--- config.mk ---
export PLATFORM = sky130hd
export DESIGN_NAME = flag_handshake_tx_flat
export DESIGN_NICKNAME = d
export VERILOG_FILES = /design/src/rtl/flag_handshake_tx_if.sv /design/src/rtl/flag_handshake_tx.sv /design/src/flat_wrapper.sv
export SDC_FILE = /design/constraint.sdc
export NUM_CORES = 1
export LEC_CHECK = 0
export BUFFER_PORTS_ARGS = -buffer_cell sky130_fd_sc_hd__buf_2
export CORE_AREA = 2 2 39 41
export CTS_BUF_LIST = sky130_fd_sc_hd__clkbuf_16
export CTS_CLUSTER_SIZE = 8
export DETAILED_ROUTE_END_ITERATION = 8
export DIE_AREA = 0 0 41 43
export GPL_ROUTABILITY_DRIVEN = 1
export PLACE_DENSITY = 0.69
export SLEW_MARGIN = 20
export SYNTH_ARGS = -nofsm -noshare
export SYNTH_HDL_FRONTEND = slang
export SYNTH_SLANG_ARGS = --single-unit
--- constraint.sdc ---
create_clock -name clk -period 2 [get_ports clk]
set_clock_uncertainty 0.05 [all_clocks]
set_input_delay 0.2 -clock clk [delete_from_list [all_inputs] [get_ports clk]]
set_output_delay 0.2 -clock clk [all_outputs]
set_load 0.02 [all_outputs]
--- src/rtl/flag_handshake_tx_if.sv ---
// rtl/flag_handshake_tx_if.sv - event-flag toggle handshake bundle between the event source and the transmitter
interface flag_handshake_tx_if #(
    parameter int CNT_W = 4
);
    logic             flag_in;
    logic             ack_toggle;
    logic             overflow_clr;
    logic             req_toggle;
    logic             busy;
    logic             done;
    logic [CNT_W-1:0] pending;
    logic             overflow;
    logic             proto_err;

    // Event source / remote-ack side: drives events, ack level and overflow clear.
    modport master (
        output flag_in,
        output ack_toggle,
        output overflow_clr,
        input  req_toggle,
        input  busy,
        input  done,
        input  pending,
        input  overflow,
        input  proto_err
    );

    // Transmitter side.
    modport slave (
        input  flag_in,
        input  ack_toggle,
        input  overflow_clr,
        output req_toggle,
        output busy,
        output done,
        output pending,
        output overflow,
        output proto_err
    );
endinterface

--- src/rtl/flag_handshake_tx.sv ---
// rtl/flag_handshake_tx.sv - clk-domain event flags sent to a remote domain as a toggle req/ack handshake with pending counter
module flag_handshake_tx #(
    parameter int SYNC_STAGES = 2,
    parameter int CNT_W       = 4
) (
    input  logic               clk,
    input  logic               rst_n,
    flag_handshake_tx_if.slave hs
);
    typedef enum logic {
        IDLE     = 1'b0,
        WAIT_ACK = 1'b1
    } stateT;

    localparam logic [CNT_W-1:0] PENDING_MAX = '1;
    localparam logic [CNT_W-1:0] PENDING_ONE = CNT_W'(1);

    logic [SYNC_STAGES-1:0] ackSync;
    logic                   ackS;

    stateT            state;
    stateT            stateNext;
    logic             reqToggleQ;
    logic             reqToggleNext;
    logic             busyQ;
    logic             doneQ;
    logic             doneNext;
    logic [CNT_W-1:0] pendingQ;
    logic [CNT_W-1:0] pendingNext;
    logic             overflowQ;
    logic             overflowNext;
    logic             protoErrQ;
    logic             protoErrNext;

    logic             launch;
    logic             takePending;
    logic             flagKept;
    logic             dropEvent;

    // ack_toggle is asynchronous: only this chain may look at it.
    always_ff @(posedge clk or negedge rst_n) begin
        if (!rst_n) begin
            ackSync <= '0;
        end else begin
            ackSync <= {ackSync[SYNC_STAGES-2:0], hs.ack_toggle};
        end
    end

    assign ackS = ackSync[SYNC_STAGES-1];

    // State and every output are flops, so nothing combinational reaches the ports.
    always_ff @(posedge clk or negedge rst_n) begin
        if (!rst_n) begin
            state      <= IDLE;
            reqToggleQ <= 1'b0;
            busyQ      <= 1'b0;
            doneQ      <= 1'b0;
            pendingQ   <= '0;
            overflowQ  <= 1'b0;
            protoErrQ  <= 1'b0;
        end else begin
            state      <= stateNext;
            reqToggleQ <= reqToggleNext;
            busyQ      <= (stateNext == WAIT_ACK);
            doneQ      <= doneNext;
            pendingQ   <= pendingNext;
            overflowQ  <= overflowNext;
            protoErrQ  <= protoErrNext;
        end
    end

    // Launch from IDLE, retire on matching ack, and keep the pending/overflow/error bookkeeping.
    always_comb begin
        stateNext     = state;
        reqToggleNext = reqToggleQ;
        doneNext      = 1'b0;
        launch        = 1'b0;
        takePending   = 1'b0;
        protoErrNext  = protoErrQ;

        case (state)
            IDLE: begin
                // Ack level should already equal req here; a difference is a stray remote toggle.
                if (ackS != reqToggleQ) begin
                    protoErrNext = 1'b1;
                end
                if (hs.flag_in || (pendingQ != '0)) begin
                    launch        = 1'b1;
                    // Backlog goes first; events are indistinguishable so order is irrelevant.
                    takePending   = (pendingQ != '0);
                    reqToggleNext = ~reqToggleQ;
                    stateNext     = WAIT_ACK;
                end
            end
            WAIT_ACK: begin
                // No relaunch on this edge: the next launch is decided from IDLE.
                if (ackS == reqToggleQ) begin
                    stateNext = IDLE;
                    doneNext  = 1'b1;
                end
            end
            default: begin
                stateNext = IDLE;
            end
        endcase

        // A flag that was not sent directly must be queued.
        flagKept  = hs.flag_in && !(launch && !takePending);
        dropEvent = 1'b0;
        pendingNext = pendingQ;
        if (flagKept && !takePending) begin
            if (pendingQ == PENDING_MAX) begin
                dropEvent = 1'b1;
            end else begin
                pendingNext = pendingQ + PENDING_ONE;
            end
        end else if (takePending && !flagKept) begin
            pendingNext = pendingQ - PENDING_ONE;
        end

        // A drop in the same cycle as a clear keeps the flag set.
        if (dropEvent) begin
            overflowNext = 1'b1;
        end else if (hs.overflow_clr) begin
            overflowNext = 1'b0;
        end else begin
            overflowNext = overflowQ;
        end
    end

    assign hs.req_toggle = reqToggleQ;
    assign hs.busy       = busyQ;
    assign hs.done       = doneQ;
    assign hs.pending    = pendingQ;
    assign hs.overflow   = overflowQ;
    assign hs.proto_err  = protoErrQ;
endmodule

--- src/flat_wrapper.sv ---
// flat-port wrapper written by rule: the top's interface ports become plain ports
module flag_handshake_tx_flat 
#(
    parameter int SYNC_STAGES = 2,
    parameter int CNT_W       = 4
)
  (clk, rst_n, hs_flag_in, hs_ack_toggle, hs_overflow_clr, hs_req_toggle, hs_busy, hs_done, hs_pending, hs_overflow, hs_proto_err);
  flag_handshake_tx_if #(.CNT_W(CNT_W)) hs_i ();
  input  logic clk;
  input  logic rst_n;
  input wire logic [$bits(hs_i.flag_in)-1:0] hs_flag_in;
  input wire logic [$bits(hs_i.ack_toggle)-1:0] hs_ack_toggle;
  input wire logic [$bits(hs_i.overflow_clr)-1:0] hs_overflow_clr;
  output wire logic [$bits(hs_i.req_toggle)-1:0] hs_req_toggle;
  output wire logic [$bits(hs_i.busy)-1:0] hs_busy;
  output wire logic [$bits(hs_i.done)-1:0] hs_done;
  output wire logic [$bits(hs_i.pending)-1:0] hs_pending;
  output wire logic [$bits(hs_i.overflow)-1:0] hs_overflow;
  output wire logic [$bits(hs_i.proto_err)-1:0] hs_proto_err;
  assign hs_i.flag_in = hs_flag_in;
  assign hs_i.ack_toggle = hs_ack_toggle;
  assign hs_i.overflow_clr = hs_overflow_clr;
  assign hs_req_toggle = hs_i.req_toggle;
  assign hs_busy = hs_i.busy;
  assign hs_done = hs_i.done;
  assign hs_pending = hs_i.pending;
  assign hs_overflow = hs_i.overflow;
  assign hs_proto_err = hs_i.proto_err;
  flag_handshake_tx #(.SYNC_STAGES(SYNC_STAGES), .CNT_W(CNT_W)) u_core (.clk(clk), .rst_n(rst_n), .hs(hs_i));
endmodule
; Word level (Yosys, flattened, before mapping)
; Index checks and enable logic that the tools add are counted.
[classes]
eq_ne = 4
n_reduce_logical = 14
mux = 15
add_sub_neg = 2
n_bitwise = 2
[op_table]
columns = operator, n
row1 = 2-to-1 mux 4 bit, 3
row2 = 2-to-1 mux 1 bit, 11
row3 = AND reduction 2 bit, 3
row4 = "adder 4 x 1 -> 4 bit, second input constant", 1
row5 = "== test 4 bit, second input constant", 1
row6 = logical AND 1 bit, 4
row7 = nonzero test 2 bit, 2
row8 = nonzero test 4 bit, 1
row9 = "subtractor 4 x 1 -> 4 bit, second input constant", 1
row10 = zero test 1 bit, 3
row11 = "inequality test 2 bit, second input constant", 1
row12 = inverter 1 bit, 2
row13 = case mux 1 bit (2 select lines), 1
row14 = == test 1 bit, 1
row15 = logical OR 1 bit, 1
row16 = inequality test 1 bit, 1
[totals]
word_cells = 44
inputBits = 5
out_inout_bits = 9
ff_bits = 11

; Longest topological paths before layout
; Gate-level depths: netlist of the first run.
[depth]
word_depth = 12
mapped_depth = 6
depth_no_buf = 6

; Worst setup path before layout of the first run
; OpenSTA, ideal clock, no wires.
[synth_path]
path_type = reg-to-reg
startpoint = register u_core.state
endpoint = register u_core.pendingQ[3] (netlist: u_core.hs.pending[3])
path_buffers = 0
slack_ns = 0.231
period_less_slack_ns = 1.769
arrival_time_ns = 1.639
required_time_ns = 1.870
stages_incl_launch_ff = 7
setup_time_ns = 0.080
path_cell_list = dfrtp_1 nand2_1 ha_1 a21o_1 a21oi_1 mux2i_1 xor2_1
[synth_via]
elab_chain_len = 9
elab_cells_between_ends = 13
classes_between = 1 x eq/ne / 3 x mux / 9 x reduce/logical
[synth_rtl]
columns = element, line
row1 = start: declaration, flag_handshake_tx.sv:21  ; stateT state;
row2 = start signal: assignment, flag_handshake_tx.sv:62  ; state <= stateNext;
row3 = 2-to-1 mux 1 bit, flag_handshake_tx.sv:81  ; case (state)
row4 = zero test 1 bit, "flag_handshake_tx.sv:108, flag_handshake_tx.sv:111"
row5 = logical AND 1 bit, flag_handshake_tx.sv:108  ; flagKept = hs.flag_in && !(launch && !takePending);
row6 = zero test 1 bit, flag_handshake_tx.sv:108
row7 = logical AND 1 bit, flag_handshake_tx.sv:108
row8 = zero test 1 bit, flag_handshake_tx.sv:117  ; end else if (takePending && !flagKept) begin
row9 = logical AND 1 bit, flag_handshake_tx.sv:117
row10 = nonzero test 2 bit (no line), --
row11 = AND reduction 2 bit (no line), --
row12 = end signal: assignment, flag_handshake_tx.sv:66  ; pendingQ <= pendingNext;
row13 = end: declaration, flag_handshake_tx.sv:28  ; logic [CNT_W-1:0] pendingQ;
; Parallel ways exist; a longest one is shown, timed or not.
; A chain may end at the register's enable or synchronous reset.

; Final worst setup path of the first run
; Ends and elaborated chain as after synthesis.

==> flow_summary.yaml, run 1 <==
run_status:
  outcome: "finished clean"
cts:
  cts_max_level: 1
  ctsResizeCount: 0
  cts_tree: "built"
  post_cts_buffers: 0
  worstSkewPairLatency_ns: 0.24
  cts.clk_slew.worst_paths_ns: 0.04
  cts_buffers: 3
  clk_path_buf_depth: 2
  cts-root-buf: "clkbuf_16"
  cts_sinks: 11
power:
  p_sw_w: 0.000471
  switching_share_pct: 36.4
  powerDensity_nw_per_um2: 1890
  p_leak_nw: 0.331
  ir_worst_vdd_mv: 0.710
  internal_power_w: 0.000822
  clkPwrFrac_pct: 27.5
  p_seq_share_pct: 31.6
  combPwrFrac_pct: 40.9
  fin_total_pwr_w: 0.00129
synth:
  yosys_warnings: 0
  synth_edf_count: 0
  synth_seq_area_share_pct: 54.1
  syn_area_sq_um: 509
  ys_ff_latch: 11
  synth_area_leader_cell: "dfrtp_1"
  synth-main-ff-cell: "dfrtp_1"
  syn_avg_cell_area_sq_um: 13.1
  synthTopCellsByCount: "dfrtp_1, nor2_1, xor2_1"
  syn-num-nets: 47
  async_flop_share_pct: 100
  synth.distinct_cells: 20
  yosysMostFrequentCell: "dfrtp_1"
  syn-instance-count: 39
  synth.area.top_cells: "dfrtp_1, xor2_1, mux2_4, ha_1, nand2_4"
  yosysTopAreaCellShare_pct: 54.1
timing:
  worst_pin_slew_ns: 0.247
  hold_violations: 0
  fin_tns_setup_ns: 0
  timing.slew.headroom_pct: 83.6
  setup-violations-final: 0
  min_period_ns: 1.76
  fmax_mhz: 567
  rsz0062_at_grt: "no"
  report.final.slew_viol_count: 0
  finalCritPeriodShare_pct: 88.1
worst_setup_path:
  cp_num_buf_inv: 0
  startpoint_type: "flop"
  slowest_stage: "dfrtp_1"
  critPathKind: "reg2reg"
  endpoint_kind: "flop"
  path_cells: "nand2_1 -> ha_1 -> a21o_1 -> a21oi_1 -> mux2i_1 -> xor2_1"
  crit_family: "flip-flops"
  cp_max_fo: 8
  crit_cells: 6
  arrival_ns: 1.87
  cp.required_ns: 2.11
  slowest_delay_ns: 0.44
  worst_r2r_path_depth: 6
detailed_routing:
  wirelength_um: 866
  avgRoutedWirePerCell_um: 11.9
  ant_nets: 0
  drt-vias-per-instance: 4.82
  drc: 0
  drt_iter0_markers: 1
  vias: 352
  dr.pass1.iters: 2
place:
  routabilityCongestion: 0.714
  place_area_sq_um: 594
  io_buffers: 13
  dp_hpwl_um: 612
finish:
  area_growth_syn_to_layout_pct: 34.2
  postLayoutCoreUtil_pct: 49.4
  nNetsFinal: 66
  layout-drive-gt1-share_pct: 36.8
  fin_area_sq_um: 683
  diodes: 0
  fillCellCount: 132
die:
  fp.dieH_um: 43
  ios: 14
  core_area_sq_um: 1380
  num_rows: 14
  die_x_um: 41
  initial_core_util_pct: 36.8
  die-area_sq_um: 1760
grt:
  grt_max_degree: 12
  antenna_found_initial: 0
  grt_overflow: 0
  grt_pass1_wl_um: 1400
  grt_usage_pct: 13.0
  first_global_vias: 313
hold_path:
  hold_depth: 1
  hold_class: "in2reg"
job:
  max_cap_viol_count: 0
[power by group through the flow]
stage,clock network (W),logic [W],registers [W]
after detailed placement,0,0.000531,0.000410
after floorplan,0,0.000311,0.000490
after global placement,0,0.000523,0.000406
after global routing,0.000379,0.000586,0.000422
after CTS,0.000365,0.000539,0.000411
final,0.000356,0.000529,0.000408
[cell usage in the layout (no fill, tap or decap), types with 2 or more instances in the layout]
cell type  synthesis  final
buf_2              0     13
dfrtp_1           11     11
nor2_1             4      4
xor2_1             4      4
clkbuf_16          0      3
inv_1              1      2
nand2_4            2      2
mux2_4             2      2
ha_1               2      2
[kinds of logic after synthesis]
logic type	Yosys count	synth area share [%]
xor gates and xnor gates	5	8.60
and+or+nand+nor	12	14.7
muxes	3	7.86
AOI/OAI and AO/OA	4	5.16
adders and majority gates	3	8.84
DFF	11	54.1
buffers and inverters	1	0.736
[final cells by class]
type / instances / area, sq um / share of cell area, %
sequential: 11 / 275 / 40.3
multi-input combinational: 27 / 230 / 33.7
clock buffer: 3 / 75.1 / 11.0
timing repair buffer: 14 / 75.1 / 11.0
tap: 16 / 20.0 / 2.93
clock inverter: 1 / 3.75 / 0.549
inverter: 1 / 3.75 / 0.549
[worst paths after layout]
kind / slack (ns) / startpoint / endpoint
worst max-delay path: 0.24 / u_core.state / u_core.hs.pending[3]
max in group asynchronous: 1.39 / rst_n / u_core.ackSync[0]
min in group asynchronous: 0.31 / rst_n / u_core.hs.pending[1]
worst min register to register: 0.29 / u_core.ackSync[0] / u_core.ackSync[1]
worst min-delay path: 0.02 / hs_ack_toggle / u_core.ackSync[0]
worst max register to register: 0.24 / u_core.state / u_core.hs.pending[3]
[flip-flops by register name (all words and copies together), names as in the netlist]
signal                cells
u_core.ackSync            2
u_core.hs.done            1
u_core.hs.overflow        1
u_core.hs.pending         4
u_core.hs.proto_err       1
u_core.hs.req_toggle      1
u_core.state              1
[repair_timing]
item,CTS,global route
hold endpoints to repair,11,0
hold buffers,1,0
endpoints found under the setup margin,0,0
[per-stage QoR]
stage	cells	hold WS, ns	worst slack [ns]
floorplan	39	-0.146	0.231
global placement	68	0.0276	0.281
detailed placement	68	0.0293	0.242
CTS	73	0.0147	0.219
global route	73	0.0188	0.107
finish	73	0.0211	0.237
[metal layers]
metal  share of wire (%)  wire length, um  global-route usage (%)  up-vias
li1                    -                -                       -      171
met1                  44              378                    17.2      163
met4                 3.6               31                    10.0        0
met2                  43              371                    14.7       13
met3                 9.7               84                    7.85        5
met5                   0                0                       0        -
(Power assumes the default switching activity.)
==> inputs of run 2 (changes only) <==
Settings changed: CELL_PAD_IN_SITES_DETAIL_PLACEMENT from default to 0, CELL_PAD_IN_SITES_GLOBAL_PLACEMENT from default to 2, CORE_AREA 2 2 39 41 to default, CORE_UTILIZATION from default to 31, DIE_AREA 0 0 41 43 to default, PLACE_DENSITY 0.69 to 0.81.
==> flow_summary.yaml, run 2 (synthesis results as in run 1) <==
finish:
  layout-drive-gt1-share_pct: 37.9
  layout_common_cells: "buf_2, dfrtp_1, nor2_1, xor2_1, clkbuf_16"
  area_growth_syn_to_layout_pct: 35.6
  fin_cells: 74
  nNetsFinal: 67
  multi_input_area_sq_um: 230
  largest_register_ffs: 4
  diodes: 0
  postLayoutCoreUtil_pct: 45.3
  final_common_cell: "buf_2"
  fillCellCount: 152
  seqCellArea_sq_um: 275
  fin_area_sq_um: 691
die:
  die_x_um: 42.5
  core_area_sq_um: 1520
  die-area_sq_um: 1810
  num_rows: 14
  ios: 14
  fp.dieH_um: 42.5
  initial_core_util_pct: 33.4
grt:
  grt_pass1_wl_um: 1570
  first_global_vias: 336
  antenna_found_initial: 0
  grt_usage_pct: 12.8
  grt_overflow: 0
  grt_max_degree: 12
worst_setup_path:
  arrival_ns: 1.77
  worstSetupEndpoint: "u_core.hs.pending[3]"
  reg2reg_slack_ns: 0.33
  cp_max_fo: 4
  worst_r2r_path_depth: 6
  cp.required_ns: 2.11
  reg2reg_from: "u_core.state"
  endpoint_kind: "flop"
  slowest_delay_ns: 0.37
  path_cells: "nand2_1 -> ha_1 -> a21o_1 -> a21oi_1 -> mux2i_1 -> xor2_1"
  critPathKind: "reg2reg"
  reg2reg_to: "u_core.hs.pending[3]"
  slowest_stage: "dfrtp_1"
  startpoint_type: "flop"
  crit_path_start: "u_core.state"
cts:
  cts-root-buf: "clkbuf_16"
  cts_sinks: 11
  cts_max_level: 1
  cts_buffers: 3
  cts_tree: "built"
  worstSkewPairLatency_ns: 0.24
  ctsResizeCount: 0
  post_cts_buffers: 0
  cts.clk_slew.worst_paths_ns: 0.04
  clk_path_buf_depth: 2
detailed_routing:
  drt_iter0_markers: 9
  drt-vias-per-instance: 4.70
  wirelength_um: 961
  avgRoutedWirePerCell_um: 13.0
  ant_nets: 0
  dr.pass1.iters: 4
  vias: 348
  drc: 0
power:
  ir_worst_vdd_mv: 0.685
  powerDensity_nw_per_um2: 1910
  p_leak_nw: 0.336
place:
  routabilityCongestion: 0.729
  place_area_sq_um: 602
  io_buffers: 13
  dp_hpwl_um: 678
  dp.cells: 69
timing:
  fmax_mhz: 600
  setup-violations-final: 0
  finalCritPeriodShare_pct: 83.3
  report.final.slew_viol_count: 0
  min_period_ns: 1.67
  timing.slew.headroom_pct: 82.8
  fin_tns_setup_ns: 0
  worst_pin_slew_ns: 0.257
  rsz0062_at_grt: "no"
  hold_violations: 0
job:
  max_cap_viol_count: 0
hold_path:
  hold_class: "in2reg"
run_status:
  outcome: "finished clean"
==> run 2: cell types whose count changed in the layout (fill, tap and decap cells not counted) <==
cell	delta
buf_4	+1
==> run 2: worst min-delay path by stage <==
| stage | endpoint | cells after the start | slack, ns | from |
|---|---|---|---|---|
| after floorplan | u_core.ackSync[0] | 0 | -0.15 | rst_n |
| after global placement | u_core.hs.proto_err | 1 | 0.03 | rst_n |
| after detailed placement | u_core.hs.proto_err | 1 | 0.03 | rst_n |
| after CTS | u_core.ackSync[0] | 1 | 0.01 | hs_ack_toggle |
| after global routing | u_core.ackSync[0] | 1 | 0.02 | hs_ack_toggle |
| final | u_core.ackSync[0] | 1 | 0.02 | hs_ack_toggle |
==> run 2: routing by layer <==
layer	track usage (%)	vias to the layer above	wire, um
met1	16.3	169	446
li1	-	169	-
met5	0	-	0
met2	17.2	8	477
met3	5.17	2	23
met4	9.38	0	14
==> run 2: critical path, delay by kind of cell (launching register included) <==
family | cells | cell delay, ns
DFF | 1 | 0.37
AOI/OAI and AO/OA | 2 | 0.34
adders and majority gates | 1 | 0.26
muxes | 1 | 0.25
and+or+nand+nor | 1 | 0.16
xor gates and xnor gates | 1 | 0.16
==> run 2: stage by stage <==
step	total power, W	setup slack, ns	hold WS [ns]
final	0.00132	0.334	0.0209
after global routing	0.00141	0.213	0.0168
after CTS	0.00134	0.308	0.0149
after detailed placement	0.000965	0.332	0.0337
after global placement	0.000959	0.311	0.0278
after floorplan	0.000801	0.231	-0.146
==> run 2: where the power goes <==
| part | switching [W] | internal [W] |
|---|---|---|
| combinational | 0.000300 | 0.000265 |
| clock | 0.0000929 | 0.000262 |
| sequential | 0.0000897 | 0.000307 |
==> run 2: cell type report <==
cell class	instances	share of cell area (%)
timing repair buffer	15	12.0
inverter	1	0.543
multi-input combinational	27	33.3
clock buffer	3	10.9
tap	16	2.90
clock inverter	1	0.543
sequential	11	39.9
==> run 2: timing repair <==
action / 4_1_cts / 5_1_grt
hold endpoints to repair: 11 / 0
setup endpoints to repair: 0 / 0
hold buffers: 1 / 0
==> inputs of run 3 (changes only) <==
Clock period 2 ns to 1.7 ns, I/O delays scaled along.
==> flow_summary.yaml, run 3 (synthesis results as in run 1) <==
run_status:
  outcome: "finished clean"
worst_setup_path:
  arrival_ns: 1.70
  slowest_stage: "or4_4"
  worst_r2r_path_depth: 4
  endpoint_kind: "flop"
  cp.required_ns: 1.77
  cp_max_fo: 4
  crit_top_cell: "nand2_4"
  critPathKind: "reg2reg"
  startpoint_type: "flop"
  path_cells: "or4_4 -> nand2_4 -> nand2_4 -> mux2_4"
  slowest_delay_ns: 0.58
cts:
  cts_max_level: 1
  cts_sinks: 11
  worstSkewPairLatency_ns: 0.24
  post_cts_buffers: 0
  cts.clk_slew.worst_paths_ns: 0.04
  cts-root-buf: "clkbuf_16"
  clk_path_buf_depth: 2
  cts_tree: "built"
  cts_buffers: 3
place:
  routabilityCongestion: 0.711
  io_buffers: 13
  dp.cells: 72
  dp_hpwl_um: 660
  place_area_sq_um: 626
grt:
  grt_usage_pct: 14.3
  antenna_found_initial: 0
  grt_pass1_wl_um: 1730
  first_global_vias: 364
  top_usage_layer: "met2"
  grtUsageMet3_pct: 3.88
  grt_max_degree: 12
  grt_overflow: 0
  gr-usage-met1_pct: 18.4
  grt_use_met2_pct: 19.1
power:
  p_leak_nw: 0.353
  powerDensity_nw_per_um2: 2230
  fin_total_pwr_w: 0.00162
  ir_worst_vdd_mv: 0.866
timing:
  rsz0062_at_grt: "no"
  worst_pin_slew_ns: 0.252
  report.final.slew_viol_count: 0
  hold_slack_ns: 0.0702
  fin_tns_setup_ns: 0
  finalCritPeriodShare_pct: 95.6
  timing.slew.headroom_pct: 83.2
  min_period_ns: 1.63
  setup-violations-final: 0
  fmax_mhz: 615
  hold_violations: 0
finish:
  fillCellCount: 150
  fin_cells: 78
  largest_register_ffs: 4
  area_growth_syn_to_layout_pct: 43.0
  nNetsFinal: 71
  seqCellArea_sq_um: 277
  multi_input_area_sq_um: 234
  layout-drive-gt1-share_pct: 43.5
  layout_common_cells: "buf_2, dfrtp_1, nor2_1, xor2_1, buf_4"
  diodes: 0
  fin_area_sq_um: 728
  final_common_cell: "buf_2"
die:
  initial_core_util_pct: 33.4
  ios: 14
  core_area_sq_um: 1520
  die_x_um: 42.5
  num_rows: 14
  fp.dieH_um: 42.5
  die-area_sq_um: 1810
detailed_routing:
  drt_iter0_markers: 2
  drc: 0
  ant_nets: 0
  dr.pass1.iters: 4
  avgRoutedWirePerCell_um: 12.5
  vias: 370
  drt-vias-per-instance: 4.74
  wirelength_um: 976
job:
  max_cap_viol_count: 0
hold_path:
  hold_class: "in2reg"
  hold_depth: 2
==> run 3: cell types whose count changed in the layout (fill, tap and decap cells not counted), sizes merged <==
cell | before | now
buf | 14 | 17
dlygate4sd3 | 1 | 2
==> run 3: metal layers <==
layer | wire, um | share of wire (%)
met3 | 27 | 2.8
met2 | 461 | 47
met4 | 44 | 4.5
met1 | 442 | 45
met5 | 0 | 0
==> run 3: path summary, 6_finish.rpt <==
| kind | startpoint | to | slack [ns] |
|---|---|---|---|
| setup / recovery | u_core.hs.pending[3] | u_core.hs.pending[1] | 0.07 |
| hold / removal | hs_overflow_clr | u_core.hs.overflow | 0.07 |
| setup reg to reg | u_core.hs.pending[3] | u_core.hs.pending[1] | 0.07 |
| hold reg to reg | u_core.ackSync[0] | u_core.ackSync[1] | 0.30 |
| max in group asynchronous | rst_n | u_core.state | 1.09 |
| min in group asynchronous | rst_n | u_core.hs.pending[0] | 0.28 |
==> run 3: power breakdown <==
group,leakage (nW),internal (W),total [W],switching [W]
sequential,0.127,0.000363,0.000441,0.0000778
combinational,0.184,0.000365,0.000759,0.000395
clock,0.0423,0.000309,0.000424,0.000115
total,0.353,0.00104,0.00162,0.000588
==> run 3: per-stage QoR <==
step / worst slack [ns] / utilization [%]
finish: 0.0748 / 47.8
global route: 0.000340 / 47.8
CTS: 0.0698 / 47.5
detailed placement: 0.0724 / 41.1
global placement: 0.0875 / 41.1
floorplan: 0.0212 / -
==> run 3: area by class of cell <==
cell class,instances,share of cell area [%]
flip-flops and latches,11,38.0
repair buffers,19,15.8
multi-input cells,27,32.1
clock buffers,3,10.3
well taps,16,2.75
inverters,1,0.515
clock inverters,1,0.515
==> run 3: critical path: cells and delay by family (launching register included) <==
family | cells | cell delay, ns
flops | 1 | 0.41
mux | 1 | 0.30
simple gates | 3 | 0.75
==> run 3: timing repair <==
item,in CTS,in global routing
hold endpoints to repair,12,0
resized for setup,0,1
endpoints found under the setup margin,0,1
hold buffers,2,0
